`src/rtl/sweep_sequencer.sv`:
```
// sweep_sequencer
//   Walks a X_CELLS x Y_CELLS cell grid once per accepted game_tick. Each
//   cell spends SETTLE_CYCLES cycles settling, then one WRITE cycle that
//   pulses write_flag for the current (writeLoc_x, writeLoc_y). After the
//   last cell a one-cycle DONE state pulses frame_done.
//
//   Optional feature: define SWEEP_OVERRUN_CNT_EN to count ticks that are
//   dropped because a sweep is in progress. The counter saturates at 255.
//   Without the macro, overrun_cnt is tied to 0.
//
// Ports
//   Clk          single clock, rising edge
//   Reset_n      asynchronous active-low reset
//   RUN          sweeping permitted while high; low mid-frame aborts it
//   KEY_PAUSE    raw active-low pause button (asynchronous, synchronised here)
//   game_tick    one-cycle request for a full-grid update
//   writeLoc_x   current cell column
//   writeLoc_y   current cell row
//   write_flag   commit strobe for the current cell
//   hold_locs    coordinates frozen (IDLE/DONE)
//   sweep_busy   frame in progress (SETTLE/WRITE)
//   frame_done   one-cycle pulse after the last cell commits
//   overrun_cnt  saturating count of ticks lost to a busy sweep
module sweep_sequencer #(
  parameter int X_bits        = 8,
  parameter int Y_bits        = 7,
  parameter int X_CELLS       = 160,
  parameter int Y_CELLS       = 120,
  parameter int SETTLE_CYCLES = 2
) (
  input  logic              Clk,
  input  logic              Reset_n,
  input  logic              RUN,
  input  logic              KEY_PAUSE,
  input  logic              game_tick,
  output logic [X_bits-1:0] writeLoc_x,
  output logic [Y_bits-1:0] writeLoc_y,
  output logic              write_flag,
  output logic              hold_locs,
  output logic              sweep_busy,
  output logic              frame_done,
  output logic [7:0]        overrun_cnt
);

  typedef enum logic [1:0] {
    IDLE,
    SETTLE,
    WRITE,
    DONE
  } state_t;

  localparam logic [X_bits-1:0] X_LAST      = X_bits'(X_CELLS - 1);
  localparam logic [Y_bits-1:0] Y_LAST      = Y_bits'(Y_CELLS - 1);
  localparam logic [X_bits-1:0] X_ONE       = X_bits'(1);
  localparam logic [Y_bits-1:0] Y_ONE       = Y_bits'(1);
  localparam logic [3:0]        SETTLE_LAST = 4'(SETTLE_CYCLES - 1);

  state_t            state_q, state_d;
  logic [3:0]        cnt_q, cnt_d;
  logic [X_bits-1:0] x_d;
  logic [Y_bits-1:0] y_d;
  logic              pause_s1, pause_s2;
  logic              paused;

  assign paused = ~pause_s2;

  always_comb begin
    state_d = state_q;
    cnt_d   = cnt_q;
    x_d     = writeLoc_x;
    y_d     = writeLoc_y;
    unique case (state_q)
      IDLE: begin
        x_d   = '0;
        y_d   = '0;
        cnt_d = '0;
        if (game_tick && RUN && !paused) state_d = SETTLE;
      end
      SETTLE: begin
        if (!RUN) begin
          state_d = IDLE;
          x_d     = '0;
          y_d     = '0;
        end else if (cnt_q == SETTLE_LAST) begin
          state_d = WRITE;
        end else begin
          cnt_d = cnt_q + 4'd1;
        end
      end
      WRITE: begin
        if (!RUN) begin
          state_d = IDLE;
          x_d     = '0;
          y_d     = '0;
        end else if (writeLoc_x == X_LAST && writeLoc_y == Y_LAST) begin
          state_d = DONE;
        end else begin
          state_d = SETTLE;
          cnt_d   = '0;
          if (writeLoc_x == X_LAST) begin
            x_d = '0;
            y_d = writeLoc_y + Y_ONE;
          end else begin
            x_d = writeLoc_x + X_ONE;
          end
        end
      end
      DONE: begin
        state_d = IDLE;
        x_d     = '0;
        y_d     = '0;
      end
      default: state_d = IDLE;
    endcase
  end

  // Outputs are decoded from the next state so they change on the same edge
  // as the state register and stay glitch-free.
  always_ff @(posedge Clk or negedge Reset_n) begin
    if (!Reset_n) begin
      state_q    <= IDLE;
      cnt_q      <= '0;
      writeLoc_x <= '0;
      writeLoc_y <= '0;
      write_flag <= 1'b0;
      hold_locs  <= 1'b1;
      sweep_busy <= 1'b0;
      frame_done <= 1'b0;
      pause_s1   <= 1'b1;
      pause_s2   <= 1'b1;
    end else begin
      state_q    <= state_d;
      cnt_q      <= cnt_d;
      writeLoc_x <= x_d;
      writeLoc_y <= y_d;
      write_flag <= (state_d == WRITE);
      hold_locs  <= (state_d == IDLE) || (state_d == DONE);
      sweep_busy <= (state_d == SETTLE) || (state_d == WRITE);
      frame_done <= (state_d == DONE);
      pause_s1   <= KEY_PAUSE;
      pause_s2   <= pause_s1;
    end
  end

`ifdef SWEEP_OVERRUN_CNT_EN
  // A tick is only an overrun if it would have been accepted in IDLE.
  logic tick_drop;
  assign tick_drop = game_tick && RUN && !paused && (state_q != IDLE);

  always_ff @(posedge Clk or negedge Reset_n) begin
    if (!Reset_n) begin
      overrun_cnt <= '0;
    end else if (tick_drop && overrun_cnt != 8'hFF) begin
      overrun_cnt <= overrun_cnt + 8'd1;
    end
  end
`else
  assign overrun_cnt = '0;
`endif

endmodule

```
`config.mk`:
```
export PLATFORM = sky130hd
export DESIGN_NAME = sweep_sequencer
export DESIGN_NICKNAME = d
export VERILOG_FILES = /design/src/rtl/sweep_sequencer.sv
export SDC_FILE = /design/constraint.sdc
export NUM_CORES = 1
export LEC_CHECK = 0
export BUFFER_PORTS_ARGS = -buffer_cell sky130_fd_sc_hd__buf_2
export CAP_MARGIN = 20
export CORE_UTILIZATION = 41
export DETAILED_ROUTE_END_ITERATION = 6
export HOLD_SLACK_MARGIN = 0.12
export SYNTH_ARGS = -nofsm -noshare
export SYNTH_HDL_FRONTEND = slang
export SYNTH_SLANG_ARGS = --single-unit
```
`constraint.sdc`:
```
create_clock -name Clk -period 2.2 [get_ports Clk]
set_input_delay 0 -clock Clk [delete_from_list [all_inputs] [get_ports Clk]]
set_output_delay 0 -clock Clk [all_outputs]
set_load 0.1 [all_outputs]
```
==> reports/metrics.cfg, run 1 <==
[outcome]
status=complete, no violations

[clocking]
cts_tree=done
clock_sinks=27
clockBufferDepth=2
clkTransAtPathRegs_ns=0.17
cts-root-buf=clkbuf_4
h-tree-depth=1
cts-buffers-inserted=3
clock_latency_ns=0.34

[synthesis]
synth_cells=148
synth_flop_cell=dfrtp_1
synth_edf_count=0
yosysSeqAreaShare=0.4514
syn_area_sq_um=1505
ys_types=48
ys_ff_latch=27
syn_area_per_cell_sq_um=10.17
yosys_warnings=0
async_reset_ff_frac=1.000

[sta]
slew_viol_final=0
worst_slew_margin_rel=0.5057
tightest_slew_ns=0.7337
finalSetupTns_ns=0
hold_viol=0
min_period_ns=2.035
whs_ns=0.1692
finalSetupViolCount=0
worst_slack_ns=0.1646
skew_ns=0.01208
period_share=0.9252
max_freq_mhz=491.3
rsz0062_at_grt=false

[run]
cap_violations=0

[final_layout]
fin_nets=188
drive_gt1_frac=0.3182
diodes=0
area_delta_synth_final_pct=15.88

[placement]
portBuffers=23
place.gp.congestion=0.8116
dp_slack_ns=0.1225
post-dp-hpwl_um=2204

[global_route]
grt_pass1_wl_um=5540
grt_max_degree=28
grt_pass1_vias=1223
track_usage=0.1757
antenna_found_initial=0
gr-total-overflow=0

[power]
power.total_mw=0.8952
max-vdd-ir-drop_v=0.0002769
p_per_area_nw_per_um2=513.3
leakagePower_nw=0.7331

[setup_path]
arrival_ns=2.34
critical_path_class=reg2reg
path_max_fanout=5
worst_setup_path_end_kind=flop
worstSetupStartpointType=flop
required_ns=2.50

[detailed_routing]
drt_first_pass_iters=4
vias=1250
wl_per_cell_um=13.96
antenna_left=0
wl_um=3099
dr.first_iter.drc_count=84
drc=0
via_per_inst=5.631

[die]
io_pins=32
die_w_um=62.59
core_area_sq_um=3416
die-area_sq_um=3918
die-height_um=62.59
start_util=0.4407
fp-row-count=21

[min_path]
holdCritPathClass=in2async

placed cells by master, fill, tap and decap left out, types with 6 or more instances in the layout:
cell / count
nand2_1: 9
dfrtp_1: 10
nand3_1: 7
ha_1: 6
buf_2: 23
o21ai_0: 9
dfrtp_2: 12
a21oi_1: 8
conb_1: 8
layer usage:
metal	up-vias	part of all wire	GRT usage
met5	-	0	0
met4	0	0.0094	0.05814
met3	4	0.032	0.02372
met2	30	0.47	0.2921
met1	618	0.49	0.2348
li1	598	-	-
power breakdown:
| part | internal (mW) | leakage [nW] | switching, mW |
|---|---|---|---|
| clock network | 0.0743 | 0.0183 | 0.164 |
| registers | 0.507 | 0.341 | 0.00581 |
| logic | 0.0210 | 0.374 | 0.123 |
| total | 0.602 | 0.733 | 0.293 |
through the flow:
step           instance area (sq um)  utilization  instances
2_1_floorplan                   1554            -        155
3_3_place_gp                    1667       0.4879        214
3_5_place_dp                    1667       0.4879        214
4_1_cts                         1738       0.5088        222
5_1_grt                         1744       0.5106        222
6_report                        1744       0.5106        222
Yosys cell counts (2+ instances only):
cell      instances  area, sq um
o21ai_0           9        45.04
a21oi_1           8        40.04
nand4_1           3        18.77
ha_1              6        75.07
o311ai_0          4        35.03
inv_1             5        18.77
mux2i_1           2        20.02
o22ai_1           2        12.51
nand2b_1          3        18.77
o32ai_1           2        17.52
a31oi_1           2        12.51
nand2_1           9        33.78
or3_1             2        12.51
nand4b_1          2        17.52
dfstp_2           3        78.83
nor2b_1           3        18.77
o211ai_1          3        22.52
buf_4             8        60.06
nand3_1           7        35.03
or4_1             2        15.01
xor2_1            2        17.52
o31ai_1           3        22.52
nor3_1            2        10.01
and2_1            2        12.51
clkbuf_1          4        15.01
dfrtp_1          24        600.6
nor2_1            5        18.77
flip-flops by register name, indices dropped and copies added (netlist names), 2 cells and up:
signal	flops
cnt_q	4
state_q	2
writeLoc_x	8
writeLoc_y	7
path summary, 6_finish.rpt:
kind,start,endpoint,slack [ns],cells after the start
min in group Clk,KEY_PAUSE,pause_s1,0.29,2
setup reg to reg,writeLoc_y[0],hold_locs,0.16,7
max in group asynchronous,Reset_n,writeLoc_y[0],1.58,2
hold / removal,Reset_n,cnt_q[2],0.17,2
hold reg to reg,pause_s1,pause_s2,0.37,0
setup / recovery,writeLoc_y[0],hold_locs,0.16,7
timing repair:
action / in CTS / in global routing
endpoints found under the hold margin: 41 / 0
gates resized for setup: 0 / 1
endpoints found under the setup margin: 0 / 2
buffers inserted: 0 / 0
hold buffers: 4 / 0
critical path: stages, from the launching register on:
cell and delay (ns):
dfrtp_4 0.47, ha_1 0.22, nand4b_1 0.21, nor4_2 0.36, nand2_1 0.13, a21oi_1 0.27, ha_1 0.29, inv_1 0.06
kinds of logic after synthesis:
family | after synthesis | synth area share
mux | 3 | 0.02078
flops | 27 | 0.4514
other cells | 1 | 0.002491
compound gates | 42 | 0.1929
buf+inv | 17 | 0.06234
xor+xnor | 2 | 0.01164
fa+ha+maj | 6 | 0.04987
simple gates | 50 | 0.2087
final cells by class:
type | instances | area, sq um
Clock inverter | 1 | 8.758
Timing Repair Buffer | 29 | 170.2
Inverter | 5 | 18.77
Sequential cell | 27 | 701.9
Fill cell | 336 | 1672
Multi-Input combinational cell | 111 | 764.5
Clock buffer | 3 | 22.52
Tap cell | 46 | 57.56
No activity file was read; power rests on OpenSTA's default activity.
==> run 2, diff against run 1 <==
Settings changed: CAP_MARGIN 20 to 30, CORE_ASPECT_RATIO from default to 1.1, PLACE_DENSITY from default to 0.65.
Clock period 2.2 ns to 1.7 ns, I/O delays scaled along.
==> run 2 against run 1 <==
  * The flow now finishes with violations (setup timing)
  * Non-clock buffer count grew 38
  * Design area increased by 27%
  * Clock skew is 0.0071 ns lower
  * Flip-flop and latch count stayed put
  * Combinational power rose by 56%
  * Critical path depth increased by 2
  * Register-to-register slack got worse by 0.21 ns
  * Sequential share of layout area decreased by 8.2 points
  * Cell count up 18%
  * Worst hold slack lost 0.044 ns
  * First-iteration DRC count is 42% higher
  * Largest power group unchanged
==> reports/metrics.cfg, run 2 (synthesis results as in run 1) <==
[outcome]
status=finished, violations left
violations=setup timing

[detailed_routing]
antenna_left=0  ; unchanged
dr.first_iter.drc_count=119  ; +42%
wl_per_cell_um=14.85  ; +6.4%
drt_first_pass_iters=5  ; +1
wl_um=3891  ; +26%
via_per_inst=5.592  ; -0.69%
drc=0  ; unchanged
vias=1465  ; +17%

[power]
p_per_area_nw_per_um2=528.3  ; +2.9%
p_comb_frac=0.191  ; +0.030
p_clk_frac=0.244  ; -0.023
leakagePower_nw=0.9732  ; +33%
power_frac_seq=0.565  ; -0.008
switching_power_mw=0.3746  ; +28%
netSwitchingFraction=0.3201  ; -0.007364
p_int_mw=0.7954  ; +32%
max-vdd-ir-drop_v=0.0003054  ; +10%

[sta]
hold_viol=0  ; unchanged
rsz0062_at_grt=true
worst_slack_ns=-0.04771  ; -0.2123 ns
tightest_slew_ns=0.5761  ; -0.1576 ns
min_period_ns=1.748  ; -0.2877 ns
worst_slew_margin_rel=0.6159  ; +0.1102
max_freq_mhz=572.2  ; +16%
skew_ns=0.005018  ; -0.007059 ns
finalSetupTns_ns=-0.2750  ; -0.2750 ns
period_share=1.028  ; +0.1029
finalSetupViolCount=11  ; +11
slew_viol_final=0  ; unchanged

[clocking]
clock_latency_ns=0.33  ; about the same
cts_tree=done
cts-root-buf=clkbuf_4
clkTransAtPathRegs_ns=0.14  ; -0.03 ns
clock_sinks=27  ; unchanged
cts-buffers-inserted=3  ; unchanged
clockBufferDepth=2  ; unchanged
h-tree-depth=1  ; unchanged

[final_layout]
largest_register=writeLoc_x
largest_register_ffs=8  ; unchanged
design_area_sq_um=2215  ; +27%
drive_gt1_frac=0.5140  ; +0.1958
fin_nets=226  ; +20%
diodes=0  ; unchanged
area_delta_synth_final_pct=47.13
top_regs=writeLoc_x x8, writeLoc_y x7, cnt_q x4
final_cells=262  ; +18%
mostFrequentLayoutCell=buf_4
layout_common_cells=buf_4 (36), buf_2 (23), dfrtp_2 (12), nand2_1 (9)

[setup_path]
worst_setup_path_end_kind=flop
path_depth=9  ; +2
crit_chain=ha_4 -> nand4b_1 -> buf_6 -> nor4_4 -> nand2_1 -> buf_4 -> buf_4 -> buf_4 -> a21oi_1
reg2reg_to=writeLoc_x[2]
crit_buf_inv=4  ; +3
path_max_fanout=2  ; -3
path_delay_family=buffers and inverters
regToRegSetupSlack_ns=-0.05  ; -0.21 ns
critical_path_class=reg2reg
path_common_cell=buf_4
worstSetupStartpointType=flop
r2r_start=writeLoc_y[0]
max_stage_delay_ns=0.45  ; -0.02 ns
arrival_ns=2.01  ; -0.33 ns
required_ns=1.96  ; -0.54 ns
ff2ff_path_depth=9  ; +2
crit_slowest_cell=dfrtp_4

[global_route]
grt_pass1_vias=1405  ; +15%
gr-total-overflow=0  ; unchanged
grt_pass1_wl_um=5989  ; +8.1%
antenna_found_initial=0  ; unchanged
track_usage=0.2035  ; +0.02779
grt_max_degree=28  ; unchanged

[die]
die_w_um=59.77  ; -4.5%
die-area_sq_um=3918  ; about the same
die-height_um=65.55  ; +4.7%
start_util=0.4410  ; about the same
io_pins=32  ; unchanged
core_area_sq_um=3413  ; about the same
fp-row-count=22  ; +4.8%

[placement]
place.gp.congestion=0.8658  ; +6.7%
post-dp-hpwl_um=2517  ; +14%
portBuffers=23  ; unchanged
dp_cells=240  ; +12%
placed_area_sq_um=1907  ; +14%
dp_slack_ns=-0.04179  ; -0.1643 ns

[min_path]
hold_path_end=state_q[0]
holdCritPathClass=in2reg
hp-start=game_tick
hold_path_depth=4

[run]
cap_violations=0  ; unchanged

## run 2: worst reg2reg max path, cell delays in order, from the launching register on
cell	delay [ns]
dfrtp_4	0.45
ha_4	0.14
nand4b_1	0.14
buf_6	0.17
nor4_4	0.15
nand2_1	0.12
buf_4	0.15
buf_4	0.12
buf_4	0.12
a21oi_1	0.13
## run 2: final cells by class
cell class              count  area (sq um)
multi-input cells         111         912.1
flip-flops and latches     27         709.4
repair buffers             67         488.0
well taps                  48         60.06
clock buffers               4         26.28
fillers                   286          1199
inverters                   5         18.77
## run 2: worst max path at each step
| stage | startpoint | to | slack (ns) |
|---|---|---|---|
| detailed placement | cnt_q[1] | cnt_q[3] | -0.04 |
| global placement | state_q[0] | writeLoc_x[5] | -0.03 |
| floorplan | writeLoc_y[0] | writeLoc_x[5] | -0.21 |
| global route | writeLoc_y[0] | writeLoc_x[3] | -0.13 |
| finish | writeLoc_y[0] | writeLoc_x[2] | -0.05 |
| CTS | writeLoc_y[0] | hold_locs | -0.04 |
## run 2: metrics by stage
stage / power [mW] / util / hold WS, ns
global placement: 0.8658 / 0.5587 / 0.03422
finish: 1.170 / 0.6488 / 0.1252
detailed placement: 0.8683 / 0.5587 / 0.04128
CTS: 1.156 / 0.6001 / 0.1316
global route: 1.213 / 0.6488 / 0.2020
floorplan: 0.8366 / - / -0.2956
## run 2: metal layers
layer	share of wire	GRT usage	vias up	wire length [um]
met3	0.049	0.02559	11	189
met1	0.42	0.2519	714	1653
met4	0.025	0.09884	0	96
met2	0.50	0.3431	68	1952
met5	0	0	-	0
li1	-	-	672	-
## run 2: timing repair
action                     in CTS  in global routing
setup endpoints to repair      17                 21
gates resized for setup         6                 25
cloned                          0                  0
setup buffers                   8                  6
hold buffers                    4                  0
pin swaps                       2                  7
hold endpoints to repair       41                  0
## run 2: power groups by stage
stage | sequential (mW) | clock (mW) | combinational (mW)
2_1_floorplan | 0.707 | 0 | 0.130
3_3_place_gp | 0.674 | 0 | 0.192
3_5_place_dp | 0.674 | 0 | 0.194
4_1_cts | 0.662 | 0.291 | 0.204
5_1_grt | 0.662 | 0.314 | 0.237
6_report | 0.661 | 0.286 | 0.224
